`src/rtl/upsample.sv`:
```
// rtl/upsample.sv - 2x2 pixel-replicating upsampler, raster in / raster out
// Optional data_out_last output enabled by defining UPSAMPLE_LAST_EN.
module upsample #(
   parameter int DATA_WIDTH = 16,
   parameter int IN_COLS    = 16,
   parameter int IN_ROWS    = 16
) (
   input  logic                  CLK,
   input  logic                  RESETN,
   input  logic                  data_in_valid,
   input  logic [DATA_WIDTH-1:0] data_in_data,
   output logic                  data_in_ready,
   output logic                  data_out_valid,
   output logic [DATA_WIDTH-1:0] data_out_data,
`ifdef UPSAMPLE_LAST_EN
   output logic                  data_out_last,
`endif
   input  logic                  data_out_ready
);

   localparam int OXW = $clog2(2 * IN_COLS);
   localparam int OYW = $clog2(2 * IN_ROWS);
   localparam int LBW = OXW - 1;
   localparam logic [OXW-1:0] OX_LAST = OXW'(2 * IN_COLS - 1);
   localparam logic [OYW-1:0] OY_LAST = OYW'(2 * IN_ROWS - 1);

   typedef enum logic {
      LIVE   = 1'b0,
      REPLAY = 1'b1
   } state_t;

   state_t                state;
   state_t                state_nxt;
   logic [OXW-1:0]        ox;
   logic [OXW-1:0]        ox_nxt;
   logic [OYW-1:0]        oy;
   logic [OYW-1:0]        oy_nxt;
   logic [DATA_WIDTH-1:0] line_buf [IN_COLS];
   logic [LBW-1:0]        lb_idx;
   logic                  out_xfer;
   logic                  in_xfer;
   logic                  row_end;

   assign lb_idx   = ox[OXW-1:1];
   assign row_end  = (ox == OX_LAST);
   assign out_xfer = data_out_valid & data_out_ready;
   assign in_xfer  = data_in_valid & data_in_ready;

   // LIVE forwards the source combinationally and only pops it on the odd copy;
   // REPLAY re-emits the row captured in the line buffer.
   always_comb begin
      data_out_valid = 1'b0;
      data_out_data  = data_in_data;
      data_in_ready  = 1'b0;
      case (state)
         LIVE: begin
            data_out_valid = data_in_valid;
            data_out_data  = data_in_data;
            data_in_ready  = data_out_ready & ox[0];
         end
         REPLAY: begin
            data_out_valid = 1'b1;
            data_out_data  = line_buf[lb_idx];
            data_in_ready  = 1'b0;
         end
         default: ;
      endcase
      if (!RESETN) begin
         data_out_valid = 1'b0;
         data_in_ready  = 1'b0;
      end
   end

   always_comb begin
      state_nxt = state;
      ox_nxt    = ox;
      oy_nxt    = oy;
      if (out_xfer) begin
         if (row_end) begin
            ox_nxt    = '0;
            oy_nxt    = (oy == OY_LAST) ? '0 : oy + OYW'(1);
            state_nxt = (state == LIVE) ? REPLAY : LIVE;
         end else begin
            ox_nxt = ox + OXW'(1);
         end
      end
   end

   always_ff @(posedge CLK) begin
      if (!RESETN) begin
         state <= LIVE;
         ox    <= '0;
         oy    <= '0;
      end else begin
         state <= state_nxt;
         ox    <= ox_nxt;
         oy    <= oy_nxt;
      end
   end

   // Writes are gated by data_in_ready, which is already forced low in reset.
   always_ff @(posedge CLK) begin
      if (in_xfer) begin
         line_buf[lb_idx] <= data_in_data;
      end
   end

`ifdef UPSAMPLE_LAST_EN
   assign data_out_last = data_out_valid & row_end & (oy == OY_LAST);
`endif

endmodule

```
`config.mk`:
```
export PLATFORM = sky130hd
export DESIGN_NAME = upsample
export DESIGN_NICKNAME = d
export VERILOG_FILES = /design/src/rtl/upsample.sv
export SDC_FILE = /design/constraint.sdc
export NUM_CORES = 1
export LEC_CHECK = 0
export ABC_CLOCK_PERIOD_IN_PS = 2910
export CAP_MARGIN = 0
export CORE_MARGIN = 2
export CORE_UTILIZATION = 45
export CTS_BUF_LIST = sky130_fd_sc_hd__clkbuf_2 sky130_fd_sc_hd__clkbuf_4 sky130_fd_sc_hd__clkbuf_8
export DETAILED_ROUTE_END_ITERATION = 7
export GPL_TIMING_DRIVEN = 0
export SLEW_MARGIN = 20
export SYNTH_ARGS = -nofsm -noshare
export SYNTH_HDL_FRONTEND = slang
export SYNTH_SLANG_ARGS = --single-unit
```
`constraint.sdc`:
```
create_clock -name CLK -period 2.91 [get_ports CLK]
set_input_delay 0.582 -clock CLK [delete_from_list [all_inputs] [get_ports CLK]]
set_output_delay 0.582 -clock CLK [all_outputs]
set_load 0.02 [all_outputs]
```
Word level (Yosys, flattened, before mapping)

Memory sizes are Yosys's and may differ from the RTL's. A register that Yosys moved wholly into a read port is not among the register bits.
Index checks and enable logic that the tools add are counted.

Order comparisons: 0
Bitwise operators: 4
Reduce and logical (&&, ||, !) cells: 1
Div/mod/pow operators: 0
Shift operators: 0
Multipliers: 0
$add $sub $neg: 1
Eq/ne operators: 1
Muxes and demuxes: 11

Operators with widths:

| cell                  | number |
|---|---|
| $pmux W16 S2          | 1 |
| $mux W4               | 2 |
| $add A5 B1 Y5 const B | 1 |
| $eq A5 B5 Y1 const B  | 1 |
| $mux W1               | 5 |
| $mux W5               | 1 |
| $pmux W1 S2           | 2 |
| $and A1 B1 Y1         | 3 |
| $reduce_and A2 Y1     | 1 |
| $not A1 Y1            | 1 |

RAM bits: 256
Flip-flop bits (word level): 6
ROM bits: 0
Memories: 1
Bits in latches: 0
Bits of input ports: 20
Logic and storage cells: 21
Output and inout bits: 18

Memory list:

| name     | words | width | read ports | clocked after Yosys merged registers in | write ports | line | RTL |
|---|---|---|---|---|---|---|---|
| line_buf | 16    | 16    | 1          | 1                                       | 1           | 38   | `logic [DATA_WIDTH-1:0] line_buf [IN_COLS];` |

Logic depth before layout (Yosys ltp)

Gate-level depths: netlist of run 1.

Word-level depth: 6
Depth in mapped cells: 6
Depth with buffers taken out: 6

Worst setup path after synthesis of run 1

OpenSTA, ideal clock, no wires.

Path kind: input -> register
Start: input port RESETN
End: memory line_buf[1][0] (enable)
Data arrival time: 2.593 ns
Buffers on the path: 2
Stages: 5
Setup slack: -0.092 ns
Setup time: 0.409 ns
Path through: clkbuf_2 -> and4b_1 -> clkbuf_1 -> nand4b_1 -> nor3_1

Longest elaborated chain between the ends: 4

Ends and longest elaborated chain:

| element                       | line | RTL |
|---|---|---|
| start, declared               | 9    | `input logic RESETN,` |
| $mux W1                       | 68   | `if (!RESETN) begin` |
| named net data_in_ready       | 12   | `output logic data_in_ready,` |
| $and A1 B1 Y1                 | 47   | `assign in_xfer = data_in_valid & data_in_ready;` |
| $mux W1                       | 103  | `if (in_xfer) begin` |
| $mux W1 (implied by the code) | 104  | `line_buf[lb_idx] <= data_in_data;` |
| end, declared                 | 38   |  |

The timed path passes the listed nets, and every way through them passes these cells.

==> impl_summary.txt, run 1 <==
----------------------------------------------------
[Yosys]
  Post-synth EDFFs ... approximately 260
  Top cells by area in the synthesized netlist ... edfxtp_1, mux4_2, a221oi_2, dfxtp_1, mux4_1
  Async set-reset flop share out of synthesis ... 0
  Post-synth top area cell ... edfxtp_1
  Avg Synthesized Cell Area ... between 20 and 25 µm²
  Post-synth top flop ... edfxtp_1
  Count of cell types in the netlist ... 39
  Area of the mapped netlist ... between 10000 and 15000 µm²
  Portion of synthesized cell area occupied by the leading cell type ... 0.735
  Flop and latch count out of synthesis ... 266
  Net count after synthesis ... 499
  Syn Inst Count ... 477
  Fraction of the yosys area taken by sequential cells ... 0.754
  Warnings from Yosys ... 0

[Worst setup path]
  Critical-path cell list ... buf_12, buf_12, buf_12, mux4_2, mux2i_1, a221oi_2, buf_2
  Worst endpoint required time ... 2.33 ns
  Startpoint of the worst-slack reg-to-reg timing path ... ox[0]$_SDFFE_PN0N_
  Most numerous cell on the critical path ... buf_12
  Cell family with the largest share of critical-path delay ... buffers and inverters
  Worst Path Max Fanout ... 9
  Critical-path top delay cell ... a221oi_2
  Critical Path End Type ... output port
  Arr. time, crit path ... 2.27 ns
  Startpoint kind of the worst setup timing path ... flip-flop
  Critical path buffers and inverters ... 4
  Critical path class ... flip-flop to output port
  Slowest stage delay, CP ... 0.38 ns

[Place]
  Cell count after placement ... slightly above 800
  Final HPWL DP ... between 10000 and 15000 µm
  Number of input and output port buffers inserted ... 36
  Placer's final routability congestion estimate ... ~0.82
  Worst setup slack after placement ... -0.341 ns

[Detailed routing]
  Number of remaining DRC errors ... 0
  Vias after detailed routing ... just over 5000
  Initial drt markers ... 375
  Routed Antenna Nets ... 0
  Number of iterations in the first detailed-routing pass ... 5
  Total Wirelength ... ~22000 µm
  Vias per cell ... about 5.7
  WL/cell ... 24.5 µm

[Outcome]
  Status ... finished, final reports clean

[Layout]
  Layout overhead on the synthesized area ... 21.2%
  Fraction of layout cells with a size suffix above 1 ... 0.417
  Number of standard cells in the layout, taps in and fillers out ... about 900
  Number of filler instances in the final layout ... between 1500 and 2000
  Top library cells by usage in the layout, fill and taps aside ... edfxtp_1, mux4_2, clkbuf_8
  Number of nets in the layout ... 605
  Most common cell after layout, fill and taps aside ... edfxtp_1
  Final core utilization ... 0.559

[Timing]
  Post-route clock period utilization ... 0.981
  Final setup violating endpoints ... 0
  Worst Tran Pin Value ... a little over 0.7 ns
  Final sum of negative setup slack ... 0 ns
  Worst clock skew on the final layout ... roughly 0.013 ns
  Final critical-path required period ... around 2.9 ns
  Number of endpoints with negative hold slack in the final report ... 0
  Final slew viol count ... 0
  Normalized max-slew margin ... 0.526
  Maximum clock frequency ... 0.350 GHz
  Final worst setup slack ... around 0.056 ns

[Global routing]
  Global route overflow ... 0
  Number of antenna violations at the first check in global routing ... 0
  Global-route total usage across every layer ... 0.188
  Pin count of the biggest net entering global routing ... 18
  Global-route wire length before repair ... 33200 µm
  Number of global-route vias before repair ... between 5000 and 6000

[Clocking]
  Number of sinks driven by the clock tree ... around 270
  Number of buffers inserted by hold repair at cts ... 0
  Root cell of the clock tree ... clkbuf_8
  H-tree level count ... 2
  Cts bufs inserted ... 44
  Clock-pin slew on the worst setup and hold paths ... roughly 0.06 ns
  Clock Path Buffers ... 3
  Clock insertion delay at the later pin of the skew report ... about 0.53 ns
  CTS tree ... done

[Die]
  Horiz. Die Dim ... about 160 µm
  Core Footprint ... 22700 µm²
  Overall die height ... around 160 µm
  Standard-cell row count ... between 50 and 60
  Initial standard-cell utilization of the core ... 0.461
  I/O Pins ... 38
  Die footprint ... about 24000 µm²

[Power and ir drop]
  Worst supply voltage drop on vdd ... 0.000307 V
  Power per cell area ... between 500 and 600 nW/µm²
  Reported leakage power ... 3.97 nW

[Run]
  Max-cap violations ... 0

[Hold path]
  Min-delay src ... RESETN
  Tightest Hold Check Type ... input pin to flip-flop

----------------------------------------------------
synthesized netlist by cell type (all sizes together) (2+ instances only):
cell type    n
nand4b       2
dfxtp       10
nand3        3
edfxtp     256
o21ai        4
nor3         4
nand2        3
nor2        29
clkbuf       6
nand2b       3
o22ai       16
a221oi      16
buf         23
and4b        2
inv          2
ha           2
a21boi       3
mux4        64
mux2i       16
report_power, final:
part           total [mW]  switching (mW)  internal [mW]
registers            4.20         0.00227           4.20
clock network        3.15            1.37           1.78
logic               0.162           0.108         0.0534
total                7.51            1.48           6.03
path summary, 6_finish.rpt:
path | to | cells after the start | slack (ns)
worst max-delay path | data_out_data[0] | 7 | 0.06
worst min-delay path | ox[0]$_SDFFE_PN0N_ | 2 | 0.41
worst max register to register | line_buf[6][10]$_DFFE_PP_ | 5 | 0.64
worst min register to register | ox[0]$_SDFFE_PN0N_ | 2 | 0.52
metrics by stage:
step                      cell area (µm²)  power [mW]  hold slack [ns]
after detailed placement            11500        4.45            0.525
final                               12700        7.51            0.412
after global routing                12700        7.75            0.412
after CTS                           12500        7.57            0.395
after floorplan                     10500        4.33            0.477
after global placement              11200        4.44            0.514
state kept, by name, summed over array words and instances, names as in the netlist, named ones only:
name,count
state,1
line_buf,256
ox,5
logic make-up (layout without fill, tap and decap cells):
family / after synthesis / in the layout / synth area share
DFF: 266 / 266 / 0.754
muxes: 80 / 80 / 0.156
and+or+nand+nor: 55 / 55 / 0.0265
AOI/OAI and AO/OA: 43 / 43 / 0.0384
buffers and inverters: 31 / 170 / 0.0233
adders and majority gates: 2 / 2 / 0.00239
other: 0 / 1 / 0
layout make-up:
type                    count  area, µm²  share of cell area
clock inverters             8       36.3             0.00286
well taps                 285        357              0.0281
repair buffers             62        612              0.0482
plain buffers              27        284              0.0224
inverters                   2       7.51            0.000592
clock buffers              71        821              0.0647
multi-input cells         180       2670               0.211
diodes                      1       2.50            0.000197
flip-flops and latches    266       7890               0.622
per-layer routing:
metal  GRT usage  wire, µm
met5           0         0
met4      0.0599       505
met3      0.0388      1060
met2       0.312     10800
met1       0.250      9690
repair_timing:
action | CTS | global route
gates cloned | 0 | 1
endpoints found under the setup margin | 16 | 17
resized for setup | 118 | 11
pin swaps | 3 | 1
setup buffers | 2 | 7
Power figures use the tool's default switching activity.
==> run 2, diff against run 1 <==
CAP_MARGIN = unset   (was 0)
PLACE_DENSITY = 0.7   (was unset)
==> run 2 against run 1 <==
Against the previous run: cell count decreased by 0.67%; sequential cell count stayed put; utilization down 0.10 points; register-to-register slack worse by 0.07 ns; critical path depth down 1; non-clock buffer count is 1 lower; first-iteration DRC count increased by 36%; cell area down 0.19%.
==> impl_summary.txt, run 2 (synthesis gave the netlist of run 1 again) <==
----------------------------------------------------
[Outcome]
  Status ... finished, final reports clean

[Worst setup path]
  Critical-path cell list ... buf_12, buf_4, mux4_2, o22ai_2, a221oi_4, buf_2
  Startpoint kind of the worst setup timing path ... flip-flop
  Critical Path End Type ... output port
  Arr. time, crit path ... 2.30 ns (+0.03 ns)
  Worst Path Max Fanout ... 11 (+2)
  Critical path class ... flip-flop to output port
  Critical-path top delay cell ... mux4_2
  Worst endpoint required time ... 2.33 ns (about the same)
  Slowest stage delay, CP ... 0.51 ns (+0.13 ns)

[Power and ir drop]
  Reported leakage power ... 3.93 nW (-0.93%)
  Internal power ... 6.00 mW (-0.52%)
  Total power ... 7.49 mW (-0.28%)
  Power per cell area ... 591 nW/µm² (about the same)
  Worst supply voltage drop on vdd ... 0.000320 V (+4.3%)
  Comb power frac ... 0.022 (about the same)
  Fraction of power spent switching nets ... 0.199 (+0.00193)
  Switching power of the nets ... 1.49 mW (+0.70%)
  Fraction of power consumed by the clock network ... 0.417 (-0.002)
  Sequential group share of total power ... 0.561 (+0.002)

[Die]
  I/O Pins ... 38 (unchanged)
  Core Footprint ... 22700 µm² (unchanged)
  Die footprint ... 24500 µm² (unchanged)
  Horiz. Die Dim ... 156 µm (unchanged)
  Standard-cell row count ... 55 (unchanged)
  Overall die height ... 156 µm (unchanged)
  Initial standard-cell utilization of the core ... 0.461 (unchanged)

[Clocking]
  Number of sinks driven by the clock tree ... 266 (unchanged)
  Cts bufs inserted ... 43 (-2.3%)
  CTS tree ... done
  Clock-pin slew on the worst setup and hold paths ... 0.06 ns (about the same)
  Root cell of the clock tree ... clkbuf_8
  Clock Path Buffers ... 3 (unchanged)
  Clock insertion delay at the later pin of the skew report ... 0.55 ns (+0.02 ns)
  H-tree level count ... 2 (unchanged)

[Detailed routing]
  Initial drt markers ... 510 (+36%)
  Total Wirelength ... 21800 µm (-1.4%)
  WL/cell ... 24.3 µm (-0.75%)
  Number of iterations in the first detailed-routing pass ... 5 (unchanged)
  Routed Antenna Nets ... 0 (unchanged)
  Vias after detailed routing ... 5175 (+0.35%)
  Number of remaining DRC errors ... 0 (unchanged)
  Vias per cell ... 5.78 (+1.0%)

[Timing]
  Final hold slack ... 0.388 ns (-0.0244 ns)
  Final critical-path required period ... 2.88 ns (+0.0281 ns)
  Worst Tran Pin Value ... 0.688 ns (-0.0234 ns)
  Setup repair after global routing missed its margin ... true
  Normalized max-slew margin ... 0.540 (+0.0142)
  Number of endpoints with negative hold slack in the final report ... 0 (unchanged)
  Worst clock skew on the final layout ... 0.0301 ns (+0.0171 ns)
  Post-route clock period utilization ... 0.991 (+0.00964)
  Final setup violating endpoints ... 0 (unchanged)
  Final sum of negative setup slack ... 0 ns (unchanged)
  Final slew viol count ... 0 (unchanged)
  Maximum clock frequency ... 0.347 GHz (-0.97%)

[Global routing]
  Global-route wire length before repair ... 32700 µm (-1.5%)
  Number of global-route vias before repair ... 5440 (+0.98%)
  Global route overflow ... 0 (unchanged)
  Global-route total usage across every layer ... 0.183 (-0.00433)
  Number of antenna violations at the first check in global routing ... 0 (unchanged)
  Pin count of the biggest net entering global routing ... 18 (unchanged)

[Layout]
  Most common cell after layout, fill and taps aside ... edfxtp_1
  Fraction of layout cells with a size suffix above 1 ... 0.411 (-0.00641)
  Number of nets in the layout ... 603 (-0.33%)
  Flip-flop count of the largest register after layout ... 256 (unchanged)
  Reg with most FFs ... line_buf
  Number of standard cells in the layout, taps in and fillers out ... 896 (-0.67%)
  Layout overhead on the synthesized area ... 21.0%
  Final core utilization ... 0.558 (-0.00105)
  Registers with the most flip-flops ... line_buf (256), ox (5), state (1)
  Count of inserted antenna diode cells ... 0 (-1)
  Top library cells by usage in the layout, fill and taps aside ... edfxtp_1, mux4_2, clkbuf_8

[Run]
  Max-cap violations ... 0 (unchanged)

[Place]
  Cell count after placement ... 814 (unchanged)
  Placer's final routability congestion estimate ... 0.783 (-4.2%)
  Number of input and output port buffers inserted ... 36 (unchanged)
  Final HPWL DP ... 14000 µm (about the same)

[Hold path]
  Tightest Hold Check Type ... input pin to flip-flop

----------------------------------------------------
-- run 2: path summary, 6_finish.rpt --
path              cells after the start                        to  slack [ns]          startpoint
setup reg to reg                      5  line_buf[5][4]$_DFFE_PP_        0.57  ox[0]$_SDFFE_PN0N_
setup / recovery                      6         data_out_data[15]        0.03           flip-flop
hold reg to reg                       2        ox[0]$_SDFFE_PN0N_        0.51  ox[0]$_SDFFE_PN0N_
hold / removal                        2        ox[0]$_SDFFE_PN0N_        0.39              RESETN
-- run 2: worst max-delay path, delay by kind of cell (launching register included) --
kind	cells	cell delay, ns
AO/OA/AOI/OAI	2	0.38
buffers and inverters	3	0.48
flip-flops	1	0.39
multiplexers	1	0.51
-- run 2: per-stage QoR --
step	setup slack, ns	cell area (µm²)
after global placement	-0.593	11200
after floorplan	0.325	10500
final	0.0276	12700
after detailed placement	-0.316	11500
after global routing	-0.0292	12700
after CTS	-0.0622	12500
-- run 2: metal layers --
| metal | vias to the layer above | routed length, µm | share of wire | global-route usage |
|---|---|---|---|---|
| met5 | - | 0 | 0 | 0 |
| met4 | 0 | 359 | 0.016 | 0.0502 |
| met3 | 37 | 1450 | 0.067 | 0.0426 |
| met2 | 217 | 10800 | 0.50 | 0.304 |
| met1 | 2676 | 9160 | 0.42 | 0.246 |
| li1 | 2245 | - | - | - |
-- run 2: cell type report --
class	instances	area, µm²
buffer	27	304
clock buffer	58	704
clock inverter	17	126
fill	1681	10000
inverter	2	7.51
multi-input combinational	180	2690
sequential	266	7890
tap	285	357
timing repair buffer	61	582
-- run 2: what timing repair did --
item	in CTS	in global routing
setup endpoints to repair	16	16
resized for setup	109	32
pin swaps	5	3
hold buffers	0	0
setup buffers	3	5
gates cloned	0	1
endpoints found under the hold margin	0	0
-- run 2: power groups by stage --
stage          Clock (mW)  Sequential, mW  Combinational [mW]
6_report             3.12            4.20               0.165
4_1_cts              3.17            4.20               0.163
5_1_grt              3.35            4.20               0.177
2_1_floorplan           0            4.28              0.0477
3_5_place_dp            0            4.28               0.165
3_3_place_gp            0            4.28               0.155
==> run 3, diff against run 2 <==
ABC_CLOCK_PERIOD_IN_PS = unset   (was 2910)
CTS_CLUSTER_SIZE = 12   (was unset)
==> run 3 against run 2 <==
Against the previous run: setup slack improved by 0.034 ns; critical endpoint is now data_out_data[3]; utilization did not move; routed wire length rose by 0.56%; global-route usage barely moved; sequential share of layout area did not move.
==> impl_summary.txt, run 3 (synthesis gave the netlist of run 1 again) <==
----------------------------------------------------
[Outcome]
  Status ... finished, final reports clean

[Clocking]
  Number of buffers inserted by hold repair at cts ... 0 (unchanged)
  Cts bufs inserted ... 43 (unchanged)
  CTS tree ... done
  Clock insertion delay at the later pin of the skew report ... 0.54 ns (about the same)
  Number of sinks driven by the clock tree ... 266 (unchanged)
  Root cell of the clock tree ... clkbuf_8
  Clock Path Buffers ... 3 (unchanged)
  Clock-pin slew on the worst setup and hold paths ... 0.06 ns (about the same)
  H-tree level count ... 2 (unchanged)

[Layout]
  Layout overhead on the synthesized area ... 21.0% (unchanged)
  Flip-flop count of the largest register after layout ... 256 (unchanged)
  Registers with the most flip-flops ... line_buf (256), ox (5), state (1)
  Number of filler instances in the final layout ... 1674 (-0.42%)
  Reg with most FFs ... line_buf
  Combined area of the multi-input logic cells ... 2660 µm² (-1.2%)
  Number of standard cells in the layout, taps in and fillers out ... 898 (+0.22%)
  Number of nets in the layout ... 604 (+0.17%)
  Most common cell after layout, fill and taps aside ... edfxtp_1
  Count of inserted antenna diode cells ... 0 (unchanged)
  Fraction of layout cells with a size suffix above 1 ... 0.414 (+0.00355)
  Top library cells by usage in the layout, fill and taps aside ... edfxtp_1, mux4_2, clkbuf_8
  Register Area ... 7890 µm² (unchanged)

[Global routing]
  Global route overflow ... 0 (unchanged)
  Pin count of the biggest net entering global routing ... 18 (unchanged)
  Number of antenna violations at the first check in global routing ... 0 (unchanged)
  Global-route total usage across every layer ... 0.183 (about the same)
  Global-route wire length before repair ... 32700 µm (about the same)
  Number of global-route vias before repair ... 5533 (+1.7%)

[Place]
  Final HPWL DP ... 14000 µm (unchanged)
  Number of input and output port buffers inserted ... 36 (unchanged)
  Placer's final routability congestion estimate ... 0.783 (unchanged)
  Cell count after placement ... 814 (unchanged)

[Die]
  Standard-cell row count ... 55 (unchanged)
  Die footprint ... 24500 µm² (unchanged)
  Core Footprint ... 22700 µm² (unchanged)
  Horiz. Die Dim ... 156 µm (unchanged)
  Initial standard-cell utilization of the core ... 0.461 (unchanged)
  Overall die height ... 156 µm (unchanged)
  I/O Pins ... 38 (unchanged)

[Detailed routing]
  Total Wirelength ... 21900 µm (+0.56%)
  Vias after detailed routing ... 5217 (+0.81%)
  Number of remaining DRC errors ... 0 (unchanged)
  WL/cell ... 24.4 µm (+0.33%)
  Initial drt markers ... 496 (-2.7%)
  Number of iterations in the first detailed-routing pass ... 5 (unchanged)
  Vias per cell ... 5.81 (+0.59%)
  Routed Antenna Nets ... 0 (unchanged)

[Worst setup path]
  Reg2Reg Depth ... 5 (unchanged)
  Critical path class ... flip-flop to output port
  Startpoint kind of the worst setup timing path ... flip-flop
  Reg2Reg Setup Slack ... 0.57 ns (about the same)
  Startpoint of the worst-slack reg-to-reg timing path ... ox[0]$_SDFFE_PN0N_
  Arr. time, crit path ... 2.27 ns (-0.03 ns)
  Worst endpoint required time ... 2.33 ns (about the same)
  Endpoint of the most critical register-to-register path ... line_buf[6][13]$_DFFE_PP_
  Critical Path End Type ... output port
  Worst Path Max Fanout ... 10 (-1)

[Timing]
  Worst Tran Pin Value ... 0.694 ns (+0.00584 ns)
  Final setup violating endpoints ... 0 (unchanged)
  Final hold slack ... 0.388 ns (+0.000457 ns)
  Final slew viol count ... 0 (unchanged)
  Final critical-path required period ... 2.85 ns (-0.0345 ns)
  Worst clock skew on the final layout ... 0.0186 ns (-0.0115 ns)
  Maximum clock frequency ... 0.351 GHz (+1.2%)
  Setup repair after global routing missed its margin ... true
  Number of endpoints with negative hold slack in the final report ... 0 (unchanged)
  Normalized max-slew margin ... 0.538 (-0.00246)
  Post-route clock period utilization ... 0.979 (-0.0118)

[Power and ir drop]
  Power per cell area ... 591 nW/µm² (about the same)
  Worst supply voltage drop on vdd ... 0.000269 V (-16%)
  Reported leakage power ... 3.94 nW (+0.27%)

[Hold path]
  Tightest Hold Check Type ... input pin to flip-flop
  Worst Hold End ... ox[0]$_SDFFE_PN0N_
  Min-delay src ... RESETN
  Depth of the worst hold-timing path ... 2 (unchanged)

[Run]
  Max-cap violations ... 0 (unchanged)

----------------------------------------------------
-- run 3: layout make-up --
class / instances / area share
plain buffers: 27 / 0.0247
clock buffers: 62 / 0.0590
clock inverters: 14 / 0.00731
inverters: 2 / 0.000593
multi-input cells: 180 / 0.210
flip-flops and latches: 266 / 0.623
well taps: 285 / 0.0282
repair buffers: 62 / 0.0471
-- run 3: power breakdown --
part	internal, mW	total [mW]	switching, mW
registers	4.20	4.20	0.00256
clock network	1.74	3.12	1.38
logic	0.0555	0.165	0.110
total	5.99	7.48	1.49
-- run 3: critical path, cell delays in order (launching register included) --
cell	delay, ns
dfxtp_1	0.34
buf_8	0.16
buf_12	0.17
buf_6	0.18
mux4_2	0.21
o22ai_2	0.09
a221oi_2	0.36
buf_4	0.21
-- run 3: worst max-delay path by stage --
stage                           from                         to  slack (ns)  cells past startpoint
detailed placement  data_in_data[15]          data_out_data[15]       -0.32                      4
global route               flip-flop           data_out_data[7]       -0.03                      6
global placement      data_out_ready  line_buf[12][9]$_DFFE_PP_       -0.59                      5
finish                     flip-flop           data_out_data[3]        0.06                      7
floorplan                     RESETN  line_buf[12][0]$_DFFE_PP_        0.33                      5
CTS                        flip-flop          data_out_data[11]       -0.06                      5
-- run 3: per-layer routing --
| metal | share of wire | vias to the layer above | track usage |
|---|---|---|---|
| li1 | - | 2245 | - |
| met1 | 0.42 | 2726 | 0.242 |
| met2 | 0.49 | 202 | 0.304 |
| met3 | 0.064 | 44 | 0.0415 |
| met4 | 0.022 | 0 | 0.0585 |
| met5 | 0 | - | 0 |
-- run 3: through the flow --
step	TNS (ns)	area (µm²)	worst slack (ns)	power, mW	util
2_1_floorplan	0	10500	0.325	4.33	-
3_3_place_gp	-129.56	11200	-0.593	4.43	0.493
3_5_place_dp	-9.66	11500	-0.316	4.45	0.505
4_1_cts	-0.219	12500	-0.0637	7.54	0.552
5_1_grt	-0.0886	12700	-0.0269	7.72	0.558
6_report	0	12700	0.0621	7.48	0.558
-- run 3: timing repair --
action	in CTS	in global routing
resized for setup	105	36
setup endpoints to repair	16	15
setup buffers	5	4
pin swaps	4	6
endpoints found under the hold margin	0	0
cloned	0	1
